**src/rtl/uart_rx_cfg_if.sv**
```systemverilog
// uart_rx_cfg_if: serial line plus received-word valid/ready stream of the configurable UART receiver
//   rxd        serial line into the receiver, idle high
//   tick       oversample strobe out of the receiver
//   data_out   received word, DATA_BITS wide
//   rx_valid   word available; rx_ready from the consumer accepts it
//   parity_err, frame_err, overrun  status of the held word
// master: the receiver side; slave: the pad/consumer side.
interface uart_rx_cfg_if #(parameter int DATA_BITS = 8);
  logic                 rxd;
  logic                 tick;
  logic [DATA_BITS-1:0] data_out;
  logic                 rx_valid;
  logic                 rx_ready;
  logic                 parity_err;
  logic                 frame_err;
  logic                 overrun;
  modport master (input rxd, rx_ready, output tick, data_out, rx_valid, parity_err, frame_err, overrun);
  modport slave (output rxd, rx_ready, input tick, data_out, rx_valid, parity_err, frame_err, overrun);
endinterface

```
**src/rtl/uart_rx_cfg.sv**
```systemverilog
// uart_rx_cfg: parametrised UART receiver with oversample tick generator, parity/stop checking and valid/ready output
//   clk    system clock, rising edge
//   reset  synchronous, active-high; aborts any frame in flight
//   rx     uart_rx_cfg_if.master: rxd in, rx_ready in, tick/data_out/rx_valid/parity_err/frame_err/overrun out
module uart_rx_cfg #(
  parameter int DIVISOR    = 4,
  parameter int OVERSAMPLE = 16,
  parameter int DATA_BITS  = 8,
  parameter int PARITY     = 0,
  parameter int STOP_BITS  = 1
) (
  input logic               clk,
  input logic               reset,
  uart_rx_cfg_if.master     rx
);
  localparam int DW = (DIVISOR > 1) ? $clog2(DIVISOR) : 1;
  localparam int SW = $clog2(OVERSAMPLE);
  localparam int BW = $clog2(DATA_BITS + 1);
  localparam logic [DW-1:0] DIV_LAST = DW'(DIVISOR - 1);
  localparam logic [SW-1:0] SC_HALF  = SW'(OVERSAMPLE / 2 - 1);
  localparam logic [SW-1:0] SC_LAST  = SW'(OVERSAMPLE - 1);
  localparam logic [BW-1:0] BIT_LAST = BW'(DATA_BITS - 1);
  typedef enum logic [2:0] {S_IDLE, S_START, S_DATA, S_PARITY, S_STOP, S_BREAK} state_t;
  state_t               r_state, w_next;
  logic [1:0]           r_sync;
  logic [DW-1:0]        r_div;
  logic [SW-1:0]        r_sc;
  logic [BW-1:0]        r_bit;
  logic                 r_stop;
  logic [DATA_BITS-1:0] r_shift;
  logic                 r_perr, r_ferr, r_commit;
  logic [DATA_BITS-1:0] r_data;
  logic                 r_valid, r_perr_o, r_ferr_o, r_ovr;
  logic                 w_rxs, w_tick, w_half, w_end, w_last_stop;
  assign w_rxs       = r_sync[1];
  assign w_tick      = r_div == DIV_LAST;
  assign w_half      = r_sc == SC_HALF;
  assign w_end       = r_sc == SC_LAST;
  assign w_last_stop = (STOP_BITS == 1) || r_stop;
  always_comb begin
    w_next = r_state;
    if (w_tick)
      case (r_state)
        S_IDLE:   w_next = w_rxs ? S_IDLE : S_START;
        S_START:  if (w_half) w_next = w_rxs ? S_IDLE : S_DATA;
        S_DATA:   if (w_end && r_bit == BIT_LAST) w_next = (PARITY != 0) ? S_PARITY : S_STOP;
        S_PARITY: if (w_end) w_next = S_STOP;
        S_STOP:   if (w_end && w_last_stop) w_next = w_rxs ? S_IDLE : S_BREAK;
        default:  w_next = w_rxs ? S_IDLE : S_BREAK;
      endcase
  end
  always_ff @(posedge clk) begin
    if (reset) begin
      r_sync   <= 2'b11;
      r_div    <= '0;
      r_state  <= S_IDLE;
      r_sc     <= '0;
      r_bit    <= '0;
      r_stop   <= 1'b0;
      r_shift  <= '0;
      r_perr   <= 1'b0;
      r_ferr   <= 1'b0;
      r_commit <= 1'b0;
      r_data   <= '0;
      r_valid  <= 1'b0;
      r_perr_o <= 1'b0;
      r_ferr_o <= 1'b0;
      r_ovr    <= 1'b0;
    end else begin
      r_sync   <= {r_sync[0], rx.rxd};
      r_div    <= w_tick ? '0 : r_div + 1'b1;
      r_state  <= w_next;
      // commit lands one cycle after the final stop-bit sample, once frame flags are settled
      r_commit <= w_tick && r_state == S_STOP && w_end && w_last_stop;
      if (w_tick) begin
        r_sc <= (w_next != r_state || w_end) ? '0 : r_sc + 1'b1;
        if (r_state == S_START) begin
          r_bit  <= '0;
          r_stop <= 1'b0;
          r_perr <= 1'b0;
          r_ferr <= 1'b0;
        end
        if (r_state == S_DATA && w_end) begin
          r_shift <= {w_rxs, r_shift[DATA_BITS-1:1]};
          r_bit   <= r_bit + 1'b1;
        end
        // odd parity wants total XOR of 1, even wants 0
        if (r_state == S_PARITY && w_end) r_perr <= (^r_shift ^ w_rxs) != (PARITY == 1);
        if (r_state == S_STOP && w_end) begin
          r_stop <= ~r_stop;
          if (!w_rxs) r_ferr <= 1'b1;
        end
      end
      if (r_commit && (!r_valid || rx.rx_ready)) begin
        r_data   <= r_shift;
        r_perr_o <= r_perr;
        r_ferr_o <= r_ferr;
        r_valid  <= 1'b1;
        r_ovr    <= 1'b0;
      end else if (r_commit) begin
        r_ovr <= 1'b1;
      end else if (r_valid && rx.rx_ready) begin
        r_valid <= 1'b0;
        r_ovr   <= 1'b0;
      end
    end
  end
  assign rx.tick       = w_tick;
  assign rx.data_out   = r_data;
  assign rx.rx_valid   = r_valid;
  assign rx.parity_err = r_perr_o;
  assign rx.frame_err  = r_ferr_o;
  assign rx.overrun    = r_ovr;
endmodule

```
**src/flat_wrapper.sv**
```systemverilog
// flat-port wrapper written by rule: the top's interface ports become plain ports
module uart_rx_cfg_flat 
#(
  parameter int DIVISOR    = 4,
  parameter int OVERSAMPLE = 16,
  parameter int DATA_BITS  = 8,
  parameter int PARITY     = 0,
  parameter int STOP_BITS  = 1
)
  (clk, reset, rx_rxd, rx_rx_ready, rx_tick, rx_data_out, rx_rx_valid, rx_parity_err, rx_frame_err, rx_overrun);
  uart_rx_cfg_if #(.DATA_BITS(DATA_BITS)) rx_i ();
  input logic clk;
  input logic reset;
  input wire logic [$bits(rx_i.rxd)-1:0] rx_rxd;
  input wire logic [$bits(rx_i.rx_ready)-1:0] rx_rx_ready;
  output wire logic [$bits(rx_i.tick)-1:0] rx_tick;
  output wire logic [$bits(rx_i.data_out)-1:0] rx_data_out;
  output wire logic [$bits(rx_i.rx_valid)-1:0] rx_rx_valid;
  output wire logic [$bits(rx_i.parity_err)-1:0] rx_parity_err;
  output wire logic [$bits(rx_i.frame_err)-1:0] rx_frame_err;
  output wire logic [$bits(rx_i.overrun)-1:0] rx_overrun;
  assign rx_i.rxd = rx_rxd;
  assign rx_i.rx_ready = rx_rx_ready;
  assign rx_tick = rx_i.tick;
  assign rx_data_out = rx_i.data_out;
  assign rx_rx_valid = rx_i.rx_valid;
  assign rx_parity_err = rx_i.parity_err;
  assign rx_frame_err = rx_i.frame_err;
  assign rx_overrun = rx_i.overrun;
  uart_rx_cfg #(.DIVISOR(DIVISOR), .OVERSAMPLE(OVERSAMPLE), .DATA_BITS(DATA_BITS), .PARITY(PARITY), .STOP_BITS(STOP_BITS)) u_core (.clk(clk), .reset(reset), .rx(rx_i));
endmodule
```
**config.mk**
```make
export PLATFORM = sky130hd
export DESIGN_NAME = uart_rx_cfg_flat
export DESIGN_NICKNAME = d
export VERILOG_FILES = /design/src/rtl/uart_rx_cfg_if.sv /design/src/rtl/uart_rx_cfg.sv /design/src/flat_wrapper.sv
export SDC_FILE = /design/constraint.sdc
export NUM_CORES = 1
export LEC_CHECK = 0
export ABC_AREA = 1
export CAP_MARGIN = 10
export CORE_MARGIN = 1
export CORE_UTILIZATION = 50
export DETAILED_ROUTE_END_ITERATION = 8
export GPL_TIMING_DRIVEN = 0
export HOLD_SLACK_MARGIN = 0.1
export PLACE_DENSITY_LB_ADDON = 0.05
export SETUP_SLACK_MARGIN = 0.5
export SYNTH_ARGS = -nofsm -noshare
export SYNTH_HDL_FRONTEND = slang
export SYNTH_SLANG_ARGS = --single-unit
```
**constraint.sdc**
```tcl
create_clock -name clk -period 4.15 [get_ports clk]
set_input_delay 0.83 -clock clk [delete_from_list [all_inputs] [get_ports clk]]
set_output_delay 0.83 -clock clk [all_outputs]
set_load 0.03 [all_outputs]
```
==> reports/qor.yml <==
final_area_mm2: 0.00198
ys_top_cells_by_area: "dfxtp_1, nand2_1, o21ai_0"
placed_cell_area_mm2: 0.00192
wirelength_um: 3350
critPathArrivalTime_ns: 1.72
worst_slew_pin_slew_ns: 0.513
ys_ff_latch: 38
port_buffers: 16
crit_fanout: 6
postCtsHoldBufs: 0
routed.top_layer: "met4"
cpPeakStageDelay_ns: 0.72
cts.root.buffer_cell: "clkbuf_4"
critical_path_class: "reg2out"
drt-initial-drc-count: 82
synth_ff_type: "dfxtp_1"
diodes: 0
via_per_inst: 5.10
ios: 17
period_needed_ns: 2.55
slew_viol_final: 0
cts_made_buffers: 5
power.density_mw_per_mm2: 309
clock-sinks: 38
rsz0062_at_grt: "no"
status: "completed"
synth_top_area_share_pct: 44.7
ys.warnings.count: 0
fin_skew_ns: 0.00359
grt_pass1_vias: 1345
endpoint_kind: "primary output"
met1_length_um: 1650
drive_above_1_share_pct: 10.6
synth_cells: 222
dr.pass1.iters: 5
crit_required_ns: 3.32
finalSetupViolations: 0
wl_per_cell_um: 11.5
gp_congestion: 0.838
dr_wl_met3_um: 148
area_growth_pct: 16.4
avgSynthCellArea_um2: 7.67
core-area_mm2: 0.00315
final_core_util_pct: 62.9
cap_violations: 0
gr-usage-all-layers_pct: 21.4
dieHeight_um: 60.4
setup_tns_ns: 0
max_clock_freq_mhz: 392
synth-edff-count: 0
synth-async-reset-ratio_pct: 0
drc: 0
grt_first_pass_wirelength_um: 5790
p_leak_uw: 0.000818
synth_common_cells: "dfxtp_1, nand2_1, nor2_1"
initial_core_util_pct: 54.0
die_x_um: 60.4
vias: 1480
met2_length_um: 1490
cts_tree: "built"
hp-class: "reg2reg"
synth.distinct_cells: 30
cts_setup_buffers: 0
rows: 20
clk_latency_ns: 0.35
grt.overflow.total: 0
antenna_found_initial: 0
critical_path.cell_chain: "ha_1 -> clkdlybuf4s50_1"
ctsLongestPathBuffers: 2
yosysMostFrequentCell: "dfxtp_1"
hold_violations: 0
start_kind: "flop"
clk_pin_slew_ns: 0.11
nets: 252
ir_drop_uv: 175
yosysTopAreaCell: "dfxtp_1"
synth_nets: 229
ant_nets: 0
netlist_area_mm2: 0.00170
synth_seq_area_share_pct: 44.7
dieArea_mm2: 0.00364
slew_headroom_pct: 65.8
hpwl_um: 2460
cts_resized: 0
crit_path_top_delay_cell: "clkdlybuf4s50_1"
htree_levels: 2
finalCritPeriodShare_pct: 61.5
grt_max_degree: 13
## power breakdown
part	switching (uW)	internal, uW	total, uW
combinational	22.0	12.4	34.4
sequential	4.12	370	374
clock	123	81.4	204
total	149	463	612
## path summary, 6_finish.rpt
kind / startpoint / end / slack, ns / cells after the start
hold / removal: u_core.r_sync[0]$_SDFF_PP1_ / u_core.r_sync[1]$_SDFF_PP1_ / 0.42 / 1
hold reg to reg: u_core.r_sync[0]$_SDFF_PP1_ / u_core.r_sync[1]$_SDFF_PP1_ / 0.42 / 1
setup reg to reg: u_core.r_sc[0]$_SDFFE_PP0P_ / u_core.r_sc[3]$_SDFFE_PP0P_ / 2.47 / 10
setup / recovery: u_core.r_div[0]$_SDFF_PP0_ / rx_tick / 1.60 / 2
## through the flow
stage	setup slack (ns)	hold WS [ns]	instances	power (uW)
global placement	1.95	0.393	282	415
global route	1.50	0.432	290	640
floorplan	2.55	0.389	222	405
CTS	1.58	0.427	290	619
detailed placement	1.92	0.399	282	416
finish	1.60	0.421	290	612
## registers in the layout, indices dropped and copies added (netlist names)
signal and flops:
u_core.r_ferr 1, u_core.r_sync 2, u_core.rx.frame_err 1, u_core.r_bit 4
u_core.r_perr 1, u_core.rx.rx_valid 1, u_core.r_commit 1, u_core.r_shift 8
u_core.r_state 3, u_core.r_div 2, u_core.rx.data_out 8, u_core.rx.parity_err 1
u_core.r_sc 4, u_core.rx.overrun 1
## worst max-delay path: cells and delay by family, from the launching register on
kind | cells | cell delay [ns]
flops | 1 | 0.35
buf+inv | 1 | 0.72
fa+ha+maj | 1 | 0.31
## area by class of cell
type / count / area (um^2)
repair buffers: 16 / 160
clock inverters: 2 / 12.5
fillers: 301 / 1170
clock buffers: 6 / 51.3
multi-input cells: 152 / 813
flip-flops and latches: 38 / 761
plain buffers: 6 / 31.3
inverters: 26 / 97.6
well taps: 44 / 55.1
## cell usage in the layout (no fill, tap or decap), types with 3 or more instances in the layout
cell             instances
inv_2                    4
ha_1                     3
o21ai_0                 22
nand3_2                  4
nand3b_1                 3
xnor2_1                  4
clkbuf_4                 5
nand2_1                 35
nand3_1                  8
dfxtp_1                 38
clkdlybuf4s50_1         16
a21oi_2                  3
a21oi_1                 20
nor2_1                  28
xor2_1                   5
clkbuf_1                 3
inv_1                   21
## kinds of logic (layout without fill, tap and decap cells)
logic type	count (synthesis)	after routing	share of synthesized area [%]
xor gates and xnor gates	9	9	4.63
DFF	38	38	44.7
and+or+nand+nor	88	88	24.0
adders and majority gates	3	3	2.20
AOI/OAI and AO/OA	52	52	16.9
buffers and inverters	32	56	7.57
## routing by layer
metal | GRT usage, % | vias up
met1 | 28.2 | 659
met5 | 0 | -
li1 | - | 775
met2 | 33.4 | 40
met4 | 8.64 | 0
met3 | 5.76 | 6
Power figures use the tool's default switching activity.
